===== config.mk =====
export PLATFORM = sky130hd
export DESIGN_NAME = pulse_queue_delay
export DESIGN_NICKNAME = d
export VERILOG_FILES = /design/src/rtl/pulse_pkg.sv /design/src/rtl/pulse_ts_fifo.sv /design/src/rtl/pulse_queue_delay.sv
export SDC_FILE = /design/constraint.sdc
export NUM_CORES = 1
export LEC_CHECK = 0
export CAP_MARGIN = 15
export CORE_MARGIN = 1.5
export CORE_UTILIZATION = 50
export CTS_CLUSTER_DIAMETER = 150
export CTS_CLUSTER_SIZE = 30
export DETAILED_ROUTE_END_ITERATION = 7
export PLACE_DENSITY = 0.67
export SLEW_MARGIN = 0
export SYNTH_ARGS = -nofsm -noshare
export SYNTH_HDL_FRONTEND = slang
export SYNTH_SLANG_ARGS = --single-unit

===== constraint.sdc =====
create_clock -name clk_i -period 9 [get_ports clk_i]
set_input_delay 1.8 -clock clk_i [delete_from_list [all_inputs] [get_ports clk_i]]
set_output_delay 1.8 -clock clk_i [all_outputs]
set_load 0.02 [all_outputs]

===== src/rtl/pulse_pkg.sv =====
// Shared definitions for the pulse delay path.
//   TS_W      : default timestamp width
//   MIN_DELAY : smallest rise delay the scheduler can honour
//   ts_t      : timestamp type
//   ts_before : modular "a is earlier than b" compare over the low w bits
package pulse_pkg;

    localparam int TS_W      = 32;
    localparam int MIN_DELAY = 3;

    typedef logic [TS_W-1:0] ts_t;

    // The difference is shifted up so that bit w-1 lands in the sign
    // position. Wrap is then harmless as long as the two times are less
    // than half the counter range apart.
    function automatic logic ts_before(input ts_t a, input ts_t b, input int unsigned w);
        logic signed [TS_W-1:0] diff;
        diff = signed'((a - b) << (TS_W - w));
        return (diff < 0);
    endfunction

endpackage


===== src/rtl/pulse_ts_fifo.sv =====
// Synchronous first-word-fall-through FIFO of timestamps.
//   clk_i, reset_i : clock, synchronous active-high reset
//   flush          : empties the FIFO on the next edge
//   push, din      : write request and data (ignored when full unless popping)
//   pop            : consume the head (ignored when empty)
//   dout           : current head, valid whenever empty is low
//   full, empty    : occupancy flags
//   count          : current occupancy
module pulse_ts_fifo #(
    parameter int DEPTH = 16,
    parameter int W     = pulse_pkg::TS_W
) (
    input  logic                   clk_i,
    input  logic                   reset_i,
    input  logic                   flush,
    input  logic                   push,
    input  logic                   pop,
    input  logic [W-1:0]           din,
    output logic [W-1:0]           dout,
    output logic                   full,
    output logic                   empty,
    output logic [$clog2(DEPTH):0] count
);
    import pulse_pkg::*;

    localparam int AW = $clog2(DEPTH);
    localparam int CW = AW + 1;

    logic [W-1:0]  mem [DEPTH];
    logic [AW-1:0] wr_ptr;
    logic [AW-1:0] rd_ptr;
    logic          do_push;
    logic          do_pop;

    assign full    = (count == CW'(DEPTH));
    assign empty   = (count == '0);
    assign do_pop  = pop && !empty;
    // A pop frees a slot in the same cycle, so a full FIFO still accepts.
    assign do_push = push && !flush && (!full || do_pop);
    assign dout    = mem[rd_ptr];

    always_ff @(posedge clk_i) begin
        if (reset_i || flush) begin
            wr_ptr <= '0;
            rd_ptr <= '0;
            count  <= '0;
        end else begin
            if (do_push) wr_ptr <= wr_ptr + AW'(1);
            if (do_pop)  rd_ptr <= rd_ptr + AW'(1);
            if (do_push && !do_pop)      count <= count + CW'(1);
            else if (do_pop && !do_push) count <= count - CW'(1);
        end
    end

    always_ff @(posedge clk_i) begin
        if (do_push) mem[wr_ptr] <= din;
    end

endmodule


===== src/rtl/pulse_queue_delay.sv =====
// Delays each rising edge of inp_i by DELAY ticks and emits a WIDTH-tick
// pulse on out_o. Pending pulses are held as rise timestamps in a queue.
//   clk_i, reset_i    : clock, synchronous active-high reset
//   inp_i             : pulse input, rising edges are scheduled
//   enable_i          : low flushes the block and holds it idle
//   out_o             : delayed, reshaped pulse
//   DELAY/DELAY_WSTB  : rise delay and its write strobe
//   WIDTH/WIDTH_WSTB  : pulse width and its write strobe
//   QUEUE             : queue occupancy
//   DROPPED           : count of rejected input edges
//   ERR_OVERFLOW      : sticky, an edge was rejected on a full queue
module pulse_queue_delay #(
    parameter int QUEUE_DEPTH = 16,
    parameter int TS_W        = pulse_pkg::TS_W
) (
    input  logic                         clk_i,
    input  logic                         reset_i,
    input  logic                         inp_i,
    input  logic                         enable_i,
    output logic                         out_o,
    input  logic [TS_W-1:0]              DELAY,
    input  logic                         DELAY_WSTB,
    input  logic [TS_W-1:0]              WIDTH,
    input  logic                         WIDTH_WSTB,
    output logic [$clog2(QUEUE_DEPTH):0] QUEUE,
    output logic [31:0]                  DROPPED,
    output logic                         ERR_OVERFLOW
);
    import pulse_pkg::*;

    function automatic logic [TS_W-1:0] sat_floor(input logic [TS_W-1:0] v,
                                                  input logic [TS_W-1:0] lo);
        return (v < lo) ? lo : v;
    endfunction

    logic [TS_W-1:0] ts;
    logic [TS_W-1:0] delay_q;
    logic [TS_W-1:0] width_q;
    logic [TS_W-1:0] d_eff;
    logic [TS_W-1:0] w_eff;
    logic [TS_W-1:0] last_fall;
    logic [TS_W-1:0] cnt;
    logic [TS_W-1:0] head;
    logic            lf_vld;
    logic            inp_p0;
    logic            en_p0;
    logic            flush;
    logic            rise;
    logic            late;
    logic            pop;
    logic            push;
    logic            full;
    logic            empty;

    assign d_eff = sat_floor(delay_q, TS_W'(MIN_DELAY));
    assign w_eff = sat_floor(width_q, TS_W'(1));

    // Disable and any config write both behave as a flush cycle.
    assign flush = !enable_i || DELAY_WSTB || WIDTH_WSTB;
    assign rise  = inp_i && !inp_p0 && !flush;
    assign late  = lf_vld && ts_before(ts_t'(ts), ts_t'(last_fall), TS_W);
    assign pop   = !empty && (head == ts) && !flush;
    assign push  = rise && !late && (!full || pop);

    pulse_ts_fifo #(
        .DEPTH (QUEUE_DEPTH),
        .W     (TS_W)
    ) u_fifo (
        .clk_i   (clk_i),
        .reset_i (reset_i),
        .flush   (flush),
        .push    (push),
        .pop     (pop),
        .din     (ts + d_eff),
        .dout    (head),
        .full    (full),
        .empty   (empty),
        .count   (QUEUE)
    );

    // Stage p0: edge sample, scheduling, output shaping and status.
    always_ff @(posedge clk_i) begin
        if (reset_i) begin
            ts           <= '0;
            inp_p0       <= 1'b0;
            en_p0        <= 1'b0;
            delay_q      <= '0;
            width_q      <= '0;
            out_o        <= 1'b0;
            cnt          <= '0;
            lf_vld       <= 1'b0;
            DROPPED      <= '0;
            ERR_OVERFLOW <= 1'b0;
        end else begin
            ts     <= ts + TS_W'(1);
            inp_p0 <= inp_i;
            en_p0  <= enable_i;
            if (DELAY_WSTB) delay_q <= DELAY;
            if (WIDTH_WSTB) width_q <= WIDTH;

            if (flush) begin
                out_o  <= 1'b0;
                cnt    <= '0;
                lf_vld <= 1'b0;
            end else begin
                // A head maturing on the last high cycle reloads the
                // counter, so abutting pulses merge without a gap.
                if (pop) begin
                    out_o <= 1'b1;
                    cnt   <= w_eff;
                end else if (cnt > TS_W'(1)) begin
                    cnt <= cnt - TS_W'(1);
                end else begin
                    out_o <= 1'b0;
                    cnt   <= '0;
                end
                // Once ts reaches last_fall the spacing guard has expired;
                // dropping it then keeps a stale value from aliasing after
                // the timestamp wraps.
                if (push) begin
                    last_fall <= ts + w_eff;
                    lf_vld    <= 1'b1;
                end else if (lf_vld && (ts == last_fall)) begin
                    lf_vld <= 1'b0;
                end
            end

            if (DELAY_WSTB || WIDTH_WSTB || (enable_i && !en_p0)) begin
                DROPPED      <= '0;
                ERR_OVERFLOW <= 1'b0;
            end else if (rise && !push) begin
                DROPPED <= DROPPED + 32'd1;
                if (!late) ERR_OVERFLOW <= 1'b1;
            end
        end
    end

endmodule


==> run metrics, run 1 <==
clock tree buffer depth 3; # port buffers 108; TritonCTS buffer count 28; global route overflow 0; critical path required time ~9600 ps; crit-path cells buf_4 > mux4_2 > mux2i_1 > mux2i_1 > xnor2_1 > nand3_1 > or4_4 > nor3_4 > o21ai_1 > inv_2 > ha_1 > inv_1 > fa_1 > a21o_1 > a21oi_1 > xnor2_1 > or3_1 > a21oi_1; register bit count reported by yosys just over 700; Crit Path Class reg2reg; Synth Area per Inst 13.1 um2; worst hold path cell count 2; Synth top area share 0.480; Post-synth EDFFs between 500 and 600; GPL Wtd Cong between 0.9 and 1; iteration count of the initial detailed-routing pass 6; n_diodes 0; H-tree depth 1; setup TNS 0 ps; Initial Util 0.506; Die Y 264 um; Row Count 95; clk_lat worst skew about 670 ps; Post-synth top flop edfxtp_1; fillers about 5500; crit path time final about 6300 ps; YS warnings 0; Detailed Route Iter0 Violations around 2200; clk slew on worst S/H paths 130 ps; Post-Synthesis Cell Area ~34000 um2; initial antenna violation count 0; gr usage total 0.241; CTS Hold Bufs 0; Root Buffer clkbuf_16; I/O pin cnt ~110; Final setup viols 0; wire per inst 24.3 um; FF-to-FF path depth 18; Reg-to-Reg End u_fifo.count[4]; Hold Crit Endpoint DROPPED[31]; setup bufs post-CTS 0; Setup Skew roughly 49 ps; crit path DAT 6880 ps; Hold Vio Cnt, Final 0; Slew HR 0.226; final WL 84900 um; CP bufs+invs 3; full die area approximately 70000 um2; area leader, netlist edfxtp_1; Antenna Nets Post-Route 0; NumNets Final roughly 2800; Hold Path Class reg2reg; Hold Crit Start DROPPED[31]; PwrDens 210 nW/um2; fmax ~0.16 GHz; CP endpoint kind flip-flop; clock tree sinks between 700 and 800; vias per inst between 6 and 7; peak supply drop around 0.37 mV; Synth cell types 73; count of final max-slew check failures 0; first-pass GRT wire length ~130000 um; leakage power total between 10 and 15 nW; CTS resizes 0; synthesized instance count between 2000 and 3000; Post-Syn Nets 2776; total number of vias about 21000; share of cells above drive strength 1 0.0969; DRC Markers 0; ranking of synthesized cells by area edfxtp_1, dfxtp_1, mux4_2; CP delay by family, top simple AND/OR/NAND/NOR gates; internal reg-to-reg setup slack between 2000 and 3000 ps; vias in the first global route roughly 21000; status completed; final worst-path cycle share 0.702; CP peak stage delay 960 ps; Least-Margin Pin Slew ~1200 ps; core area 67300 um2; area growth from synthesis to layout 7.75%; sequential share of the synthesized area 0.587; asr flop ratio synth 0; Setup crit start kind flip-flop; worst-path fanout max between 40 and 50; setup ws final approximately 2700 ps; Max-Cap Viols 0; pin count of the biggest net entering global routing 70; DP Worst Slack between 2000 and 2500 ps; post-detail-place hpwl 55900 um; CTS tree yes; crit path max-delay cell type dfxtp_4; RSZ-0062 raised after global routing false; die extent in x ~260 um
-- area by class of cell --
type	count	area, um2	area share
Multi-Input combinational cell	1610	13000	0.355
Clock buffer	50	783	0.0213
Sequential cell	726	20000	0.545
Clock inverter	2	60.1	0.00164
Tap cell	873	1090	0.0298
Inverter	73	274	0.00747
Timing Repair Buffer	160	1470	0.0401
-- worst max path at each step --
stage | startpoint | end | slack (ps) | depth (start not counted)
3_3_place_gp | enable_i | u_fifo.count[4] | 2300 | 19
3_5_place_dp | enable_i | u_fifo.count[4] | 2240 | 19
2_1_floorplan | WIDTH_WSTB | last_fall[0] | 3090 | 10
4_1_cts | flip-flop | u_fifo.count[4] | 2670 | 18
5_1_grt | flip-flop | u_fifo.count[4] | 2320 | 18
6_report | flip-flop | u_fifo.count[4] | 2680 | 18
-- registers in the layout, summed over array words and instances (netlist names), named ones only --
signal	count
DROPPED	32
width_q	32
cnt	32
delay_q	32
lf_vld	1
u_fifo.wr_ptr	4
last_fall	32
inp_p0	1
u_fifo.count	5
en_p0	1
u_fifo.mem	512
out_o	1
u_fifo.rd_ptr	4
ERR_OVERFLOW	1
ts	32
-- tightest hold or removal path, stage by stage, from the launching register on --
cell     delay (ps)
dfxtp_1         340
nand2_1          60
mux2i_1          50
-- cells by family after synthesis --
kind of cell	share of synthesized area
xor gates and xnor gates	0.0430
and+or+nand+nor	0.105
adders and majority gates	0.0407
DFF	0.587
AOI/OAI and AO/OA	0.0597
buffers and inverters	0.0325
muxes	0.132
-- where the power goes --
group | switching (W) | total, W | internal [W]
Clock | 0.00103 | 0.00164 | 0.000611
Combinational | 0.00143 | 0.00231 | 0.000875
Sequential | 0.0000855 | 0.00377 | 0.00369
-- through the flow --
stage,hold WS [ps],utilization,power (W),cells,instance area [um2]
final,480,0.545,0.00772,3494,36700
after global routing,513,0.545,0.00789,3494,36700
after CTS,485,0.544,0.00776,3486,36600
after detailed placement,469,0.532,0.00615,3434,35800
after global placement,456,0.532,0.00604,3433,35800
after floorplan,456,-,0.00526,2597,34100
-- cell usage after synthesis, types with 5 or more instances --
cell       count
buf_4         14
o21a_1         8
nor2_1       183
mux4_2       119
mux2i_1      164
dfxtp_1      182
buf_6          6
and4_1         5
o32ai_1        9
or4_1          6
nand4_1       49
o22ai_1       23
o211ai_1       8
o21bai_1       5
and3_1        41
clkbuf_1     133
a211oi_1      15
inv_1         71
o21ai_0       40
nor3_1        37
nor2b_1       24
nand2_1      146
ha_1         106
nor4_1        32
o31ai_1        9
a21oi_1      112
a2111oi_0      5
buf_2         23
edfxtp_1     544
xor2_1        86
mux2_2        13
or2_2          5
a21o_1        33
nand3_1       93
buf_1         12
nand3b_1       7
a31oi_1        7
or3_1         17
xnor2_1       81
and2_1        15
nand2b_1      45
-- cells in the final DEF, fill, tap and decap left out, types with 24 or more instances in the layout --
master and count:
nand2_1 146, mux2i_1 164, clkdlybuf4s50_1 105, nor3_1 36, nor2b_1 24, mux4_2 119
nand2b_1 44, edfxtp_1 544, nand3_1 93, and3_1 25, a21oi_1 112, buf_4 51
o21ai_0 40, nor2_1 182, nor4_1 32, nand4_1 49, clkbuf_16 28, xnor2_1 79
dfxtp_1 178, a21o_1 33, xor2_1 86, ha_1 106, inv_1 71
-- routing by layer --
metal,GRT usage,share of wire,vias up
met2,0.414,0.49,704
met5,0,0,-
met3,0.0215,0.057,131
met4,0.0620,0.026,0
met1,0.331,0.43,10793
li1,-,-,9685
Power figures use the tool's default switching activity.
==> run 2: changes to the inputs <==
PLACE_DENSITY = 0.7   (was 0.67)
clock period = 5.1 ns   (was 9 ns; I/O delays follow)
==> run 2 against run 1 <==
Wire length rose by 4.5%. Global-route usage rose by 0.98 points. Clock-buffer cell count fell by 1. Sequential share of layout area fell by 1.8 points. Register-to-register slack got worse by 2500 ps. Clock power rose by 79%. Via count rose by 3.3%.
==> run metrics, run 2 (synthesized netlist as in run 1, its figures left out) <==
final WL 88800 um; max reg flops approximately 510; clock tree buffer depth 3; clk_lat worst skew around 650 ps; worst-path fanout max 16; Setup crit start kind flip-flop; count of final max-slew check failures 0; n_diodes 0; CP delay by family, top compound AO/OA/AOI/OAI gates; CP peak stage delay 860 ps; I/O pin cnt about 110; Non-Filler Instances about 3600; crit-path cells nor4_1 > nand4_1 > nor2_1 > or2_2 > ha_1 > a21o_1 > a21o_1 > a21oi_1 > o21ai_0 > a21oi_1 > a21oi_1 > a211o_1 > a221o_1 > nor2_1; GR peak layer met2; Hold Path Class reg2reg; peak supply drop about 0.43 mV; leakage power total about 13 nW; CTS Hold Bufs 0; CTS tree yes; Crit Path Class reg2reg; Final setup viols 0; M3 GR Usage 0.0224; crit path max-delay cell type nor2_1; met2 Usage GRT 0.427; vias in the first global route approximately 22000; CP endpoint kind flip-flop; Die Y around 260 um; gr usage total 0.251; Pwr Total about 0.012 W; NumNets Final 2878; vias per inst 6.13; final worst-path cycle share 0.964; met1 GRT Util 0.344; first-pass GRT wire length roughly 130000 um; full die area approximately 70000 um2; die extent in x ~260 um; crit path time final 4920 ps; post-detail-place hpwl approximately 59000 um; Least-Margin Pin Slew about 1100 ps; Hold Vio Cnt, Final 0; Cells after DPL about 3500; global route overflow 0; GPL Wtd Cong about 0.9; DRC Markers 0; Root Buffer clkbuf_16; clock tree sinks between 700 and 800; fmax about 0.20 GHz; TritonCTS buffer count 28; Row Count 95; Detailed Route Iter0 Violations ~2300; Slew HR 0.233; critical path required time 5390 ps; Most flops, register u_fifo.mem; share of cells above drive strength 1 0.132; most frequent CP cell a21oi_1; commonest non-fill, non-tap cell in the layout edfxtp_1; crit path DAT approximately 5200 ps; initial antenna violation count 1; Antenna Nets Post-Route 0; Max-Cap Viols 0; wire per inst 24.7 um; H-tree depth 1; clk slew on worst S/H paths roughly 130 ps; hold slack final approximately 500 ps; total number of vias 22025; Initial Util 0.506; most frequent cells in the layout edfxtp_1, nor2_1, dfxtp_1, mux2i_1, nand2_1; PwrDens approximately 320 nW/um2; iteration count of the initial detailed-routing pass 5; pin count of the biggest net entering global routing 70; # port buffers 108; CP bufs+invs 0; status completed; Setup Skew between 30 and 40 ps; core area approximately 67000 um2; area growth from synthesis to layout 11.3%
run 2: changes by cell type in the layout (fill, tap and decap cells not counted), sizes merged:
cell	previous run	this run
buf	53	155
inv	73	74
clkbuf	52	49
bufinv	0	1
clkinv	2	1
run 2: per-layer routing:
| layer | share of wire | vias up | routed length (um) |
|---|---|---|---|
| met5 | 0 | - | 0 |
| met4 | 0.031 | 0 | 2740 |
| met3 | 0.067 | 121 | 5910 |
| met2 | 0.49 | 829 | 43400 |
| met1 | 0.41 | 11178 | 36800 |
| li1 | - | 9897 | - |
run 2: cell type report:
cell class	instances	area (um2)
multi-input cells	1610	13000
inverters	73	274
fillers	5288	29400
clock buffers	49	779
repair buffers	260	2660
clock inverters	3	80.1
flip-flops and latches	726	20000
well taps	873	1090
run 2: final timing paths:
check         startpoint                end  slack (ps)  cells after the start
max          delay_q[26]  u_fifo.mem[0][27]         180                     14
min          DROPPED[21]        DROPPED[21]         490                      2
max reg2reg  delay_q[26]  u_fifo.mem[0][27]         180                     14
min reg2reg  DROPPED[21]        DROPPED[21]         490                      2
run 2: power by group:
| part | internal [W] | switching [W] |
|---|---|---|
| Combinational | 0.000990 | 0.00158 |
| Clock | 0.00113 | 0.00181 |
| Sequential | 0.00646 | 0.000106 |
run 2: what timing repair did:
item	CTS	global route
setup buffers	0	20
resized for setup	0	7
endpoints found under the setup margin	0	2
run 2: through the flow:
stage | setup slack [ps] | util | setup TNS (ps) | area, um2
CTS | 4.64 | 0.559 | 0 | 37600
finish | 184 | 0.564 | 0 | 37900
floorplan | 107 | - | 0 | 34100
global route | -25.8 | 0.564 | -25.8 | 37900
global placement | -110 | 0.546 | -110 | 36700
detailed placement | -155 | 0.546 | -155 | 36700
run 2: worst register-to-register path, stage by stage (launching register included):
cell and delay [ps]:
dfxtp_1 360, nor4_1 450, nand4_1 300, nor2_1 190, or2_2 140, ha_1 220
a21o_1 150, a21o_1 190, a21oi_1 220, o21ai_0 180, a21oi_1 320, a21oi_1 220
a211o_1 420, a221o_1 320, nor2_1 860
==> run 3: changes to the inputs <==
CORE_MARGIN = 2   (was 1.5)
PLACE_DENSITY = unset   (was 0.7)
PLACE_DENSITY_LB_ADDON = 0.08   (was unset)
==> run 3 against run 2 <==
First-iteration DRC count fell by 21%. Design area rose by 0.36%. Sequential power barely moved. Wire length rose by 2.3%. Core utilization rose by 0.20 points. Sequential share of layout area fell by 0.18 points. Non-clock buffer count rose by 22. Setup slack improved by 87 ps. Clock-buffer cell count rose by 1. Maximum frequency rose by 1.8%.
==> run metrics, run 3 (synthesized netlist as in run 1, its figures left out) <==
CP bufs+invs 3; Die Y roughly 260 um; full die area approximately 70000 um2; Final setup viols 0; # port buffers approximately 110; Hold Path Class reg2reg; vias per inst approximately 6; crit-path cells nor4_1 > buf_4 > nand4_1 > nor2_1 > or2_2 > ha_1 > inv_1 > fa_1 > nor2b_1 > o31a_1 > o21a_1 > o21ai_0 > o22a_1 > buf_4 > a21oi_1 > a21oi_1 > xnor2_1; count of final max-slew check failures 0; Cell Int Power between 0.008 and 0.009 W; NumNets Final a little under 3000; clk slew on worst S/H paths ~120 ps; Antenna Nets Post-Route 0; Most flops, register u_fifo.mem; pin count of the biggest net entering global routing 70; Crit Path Class reg2reg; Setup Skew 33.3 ps; clock tree sinks a little over 700; die extent in x 265 um; post-detail-place hpwl 61900 um; leakage power total ~14 nW; Slew HR 0.202; Max-Cap Viols 0; DP Worst Slack -166 ps; CP delay by family, top simple AND/OR/NAND/NOR gates; worst-path fanout max 16; Detailed Route Iter0 Violations approximately 1800; NetSw between 0.003 and 0.004 W; clk_lat worst skew around 660 ps; status completed; commonest non-fill, non-tap cell in the layout edfxtp_1; Root Buffer clkbuf_16; Comb power frac 0.208; peak supply drop 0.362 mV; Hold Vio Cnt, Final 0; Clock power frac 0.242; sequential power share 0.550; CP peak stage delay around 930 ps; GPL Wtd Cong ~0.94; crit path time final between 4000 and 5000 ps; CTS tree yes; DRC Markers 0; wire per inst approximately 25 um; CP endpoint kind flip-flop; Final Util 0.566; area growth from synthesis to layout 11.7%; Least-Margin Pin Slew 1190 ps; hold slack final just under 500 ps; crit path max-delay cell type xnor2_1; final worst-path cycle share 0.947; setup ws final 271 ps; switch share 0.288; most frequent cells in the layout edfxtp_1, nor2_1, dfxtp_1, mux2i_1, nand2_1; Row Count between 90 and 100; TritonCTS buffer count 28; share of cells above drive strength 1 0.140; Initial Util 0.506; Setup crit start kind flip-flop; final WL a little over 90000 um; total number of vias roughly 22000; PwrDens around 310 nW/um2; initial antenna violation count 0; core area 67300 um2; I/O pin cnt 109; CTS Hold Bufs 0; fmax around 0.21 GHz; global route overflow 0; H-tree depth 1; crit path DAT just over 5000 ps; max reg flops a little over 500; setup TNS 0 ps; critical path required time 5380 ps; first-pass GRT wire length around 140000 um; vias in the first global route 21728; RSZ-0062 raised after global routing false; iteration count of the initial detailed-routing pass 5; clock tree buffer depth 3; gr usage total 0.258
-- run 3: final timing paths --
path,end,slack (ps),startpoint,cells after the start
worst min register to register,ERR_OVERFLOW,490,ERR_OVERFLOW,1
worst max-delay path,u_fifo.mem[3][22],270,delay_q[26],17
worst min-delay path,ERR_OVERFLOW,490,ERR_OVERFLOW,1
worst max register to register,u_fifo.mem[3][22],270,delay_q[26],17
-- run 3: stage by stage --
step                      power [W]  instance area, um2  std cells
after detailed placement    0.00920               36900       3542
final                        0.0119               38000       3617
after global routing         0.0123               38000       3616
after CTS                    0.0120               37800       3594
after global placement      0.00920               36900       3540
after floorplan             0.00929               34100       2597
-- run 3: worst register-to-register path: cells and delay by family, from the launching register on --
family                     cells  cell delay, ps
and+or+nand+nor                5            1210
AOI/OAI and AO/OA              6             960
xor gates and xnor gates       1             930
adders and majority gates      2             560
buffers and inverters          3             420
DFF                            1             380
-- run 3: what timing repair did --
| item | 4_1_cts | 5_1_grt |
|---|---|---|
| buffers inserted | 0 | 19 |
| resized for setup | 0 | 12 |
| setup endpoints to repair | 0 | 19 |
-- run 3: power groups by stage --
| stage | combinational (W) | clock [W] | sequential (W) |
|---|---|---|---|
| after global placement | 0.00250 | 0 | 0.00670 |
| after floorplan | 0.00259 | 0 | 0.00670 |
| after CTS | 0.00252 | 0.00296 | 0.00656 |
| after global routing | 0.00263 | 0.00313 | 0.00656 |
| final | 0.00248 | 0.00289 | 0.00656 |
| after detailed placement | 0.00250 | 0 | 0.00670 |
-- run 3: cell type report --
class | count | area, um2
well taps | 873 | 1090
repair buffers | 282 | 2780
inverters | 73 | 274
clock inverters | 2 | 60.1
clock buffers | 50 | 783
diodes | 1 | 2.50
flip-flops and latches | 726 | 20000
fillers | 5469 | 29200
multi-input cells | 1610 | 13100
-- run 3: routing by layer --
metal  vias up  part of all wire  global-route usage
met4         0             0.033              0.0753
met3       143             0.047              0.0210
met5         -                 0                   0
met2       614              0.49               0.442
met1     11074              0.43               0.354
li1       9937                 -                   -
==> variant, RTL diff (settings of run 2) <==
Change the parameter `QUEUE_DEPTH` from 16 to 32.
--- a/src/rtl/pulse_queue_delay.sv
+++ b/src/rtl/pulse_queue_delay.sv
@@ -11,5 +11,5 @@
 //   ERR_OVERFLOW      : sticky, an edge was rejected on a full queue
 module pulse_queue_delay #(
-    parameter int QUEUE_DEPTH = 16,
+    parameter int QUEUE_DEPTH = 32,
     parameter int TS_W        = pulse_pkg::TS_W
 ) (
Interface: changed (resized QUEUE); port bits go from 109 to 110. No check against the original RTL was run, so the function may have changed too.
==> variant against run 2 <==
  * Area after synthesis is 55% higher
  * Power is 60% higher
  * Routed wire length is 67% higher
  * First-iteration DRC count is 79% higher
  * Utilization is 2.5 points higher
  * Count of clock-buffer cells in the layout is 35 higher
  * Maximum frequency is 3.4% lower
  * Sequential cell count is 516 higher
  * Setup slack worse by 0.17 ns
  * Clock skew is 0.0033 ns higher
  * Global-route usage is 2.2 points higher
  * Final area is 61% higher
  * Critical path type unchanged
  * Largest cell class unchanged
  * Largest power group unchanged
==> variant: results (changes against run 2) <==
----------------------------------------------------
[Power and ir drop]
  Max IR drop VDD ... 0.000621 V (+45%)
  Total leakage power ... 20.8 nW (+55%)

[Timing]
  Final setup skew ... 0.0362 ns (+0.00326 ns)
  Relative slew slack ... 28.2% (+4.9 points)

[Hold path]
  HP Start ... out_o

[Place]
  Final RePlAce weighted congestion ... 0.922 (-0.29%)
  Worst setup slack before clock tree synthesis ... -0.299 ns (-0.143 ns)
  Area after DPL ... 59100 µm² (+61%)
  Input/output buffers ... 109 (+0.93%)
  Estimated wirelength of the detail-placed design ... 99.7 mm (+70%)
  DP Cell Count ... 5023 (+43%)

[Critical path]
  Length in cells of the worst reg-to-reg path ... 15 (+1)
  Crit-path leading delay family ... simple AND/OR/NAND/NOR gates
  Critical path arrival ... 5.43 ns (+0.22 ns)
  Slowest cell on the critical path ... buf_4
  Peak per-stage delay on the critical path ... 0.57 ns (-0.29 ns)
  Worst-path maximum fanout ... 63 (+47)

[Global route]
  GRT Overall Usage ... 27.2% (+2.2 points)
  Largest net degree at the start of global routing ... 68 (-2.9%)
  Number of global-route vias before repair ... 31000 (+44%)
  Global-route wire length before repair ... 212 mm (+60%)

[Clocking]
  Later-pin clock latency in the skew report ... 0.68 ns (+0.03 ns)
  H-Tree Depth ... 2 (+1)
  Clock buffer count from CTS ... 47 (+68%)

[Layout]
  Top reg by flops ... u_fifo.mem
  Non-filler instance count after layout ... 5151 (+43%)
  Number of flip-flops under the largest register name ... 1024 (+100%)
  Filler cell count in the final layout ... 7792 (+47%)
  Fraction of final layout cells with drive strength greater than 1 ... 22.4% (+9.2 points)
  Number of nets in the finished design ... 3913 (+36%)

[Routing]
  Via Count ... 32400 (+47%)
  Detailed-routing iteration count for the pre-antenna-repair pass ... 6 (+1)
  Final routed wirelength across all metal layers ... 148 mm (+67%)
  First DRT Iteration DRCs ... 4131 (+79%)

[Status]
  Run status ... complete, no violations

[Synth]
  Proportion of synthesized flip-flops having asynchronous set or reset ... 0% (unchanged)
  Most frequent cells after synthesis ... edfxtp_1 (1056), mux4_2 (220), nor2_1 (204)
  Mapped Avg Cell Area ... 15.8 µm² (+20%)
  Yosys cell types ... 74 (+1.4%)
  EDFF count, synth ... 1056 (+94%)
  Cell types with the largest area share after synthesis ... edfxtp_1 (60%), mux4_2 (9.4%), dfxtp_1 (7.1%)
  Net count after synthesis ... 3528 (+27%)
  Proportion of synthesized chip area in sequential cells ... 67.2% (+8.5 points)

----------------------------------------------------
==> variant: timing repair <==
item                                    in CTS  in global routing
resized for setup                           28                 31
pin swaps                                   14                 11
gates cloned                                 1                  3
hold buffers                                 0                  0
buffers inserted                            38                  1
endpoints found under the setup margin      39               1056
==> variant: worst min-delay path: stages, from the launching register on <==
cell and delay, ns:
dfxtp_1 0.33, nand2b_1 0.06, a21oi_1 0.06
==> variant: metal layers <==
metal / part of all wire [%] / GRT usage [%] / wire, µm / vias up
li1: - / - / - / 13900
met1: 39 / 38.5 / 58600 / 16600
met2: 48 / 44.4 / 71000 / 1698
met3: 9.6 / 4.18 / 14300 / 240
met4: 3.0 / 7.39 / 4470 / 0
met5: 0 / 0 / 0 / -
==> variant: power by group <==
part / switching (W) / leakage, nW / internal (W) / total, W
Combinational: 0.00180 / 9.01 / 0.00140 / 0.00320
Clock: 0.00300 / 0.655 / 0.00183 / 0.00483
Sequential: 0.000115 / 11.2 / 0.0111 / 0.0113
Total: 0.00492 / 20.8 / 0.0144 / 0.0193
==> variant: cell families (layout without fill, tap and decap cells) <==
| group | Yosys count | in the layout | synth area share (%) |
|---|---|---|---|
| flops | 1242 | 1242 | 67.2 |
| fa+ha+maj | 111 | 111 | 2.68 |
| compound gates | 479 | 479 | 5.96 |
| buf+inv | 279 | 701 | 2.35 |
| simple gates | 700 | 700 | 6.76 |
| xor+xnor | 137 | 138 | 2.27 |
| mux | 399 | 399 | 12.8 |
| other cells | 0 | 1 | 0 |
==> variant: final timing paths <==
path / endpoint / slack [ns]
setup reg to reg: u_fifo.mem[1][23] / 0.01
hold / removal: out_o / 0.49
hold reg to reg: out_o / 0.49
setup / recovery: u_fifo.mem[1][23] / 0.01
==> variant: stage by stage <==
step / setup TNS (ns) / hold slack, ns / utilization (%)
2_1_floorplan: -417.30 / 0.456 / -
3_3_place_gp: -0.328 / 0.461 / 56.8
3_5_place_dp: -0.483 / 0.467 / 56.8
4_1_cts: -0.0000537 / 0.485 / 58.6
5_1_grt: -65.66 / 0.513 / 58.8
6_report: 0 / 0.487 / 58.8
==> variant: layout make-up <==
| type | instances | area, µm² | area share, % |
|---|---|---|---|
| multi-input cells | 1827 | 16800 | 27.5 |
| inverters | 75 | 284 | 0.464 |
| well taps | 1380 | 1730 | 2.82 |
| diodes | 1 | 2.50 | 0.00409 |
| clock inverters | 3 | 45.0 | 0.0736 |
| repair buffers | 539 | 5540 | 9.05 |
| clock buffers | 84 | 1340 | 2.18 |
| flip-flops and latches | 1242 | 35400 | 57.9 |
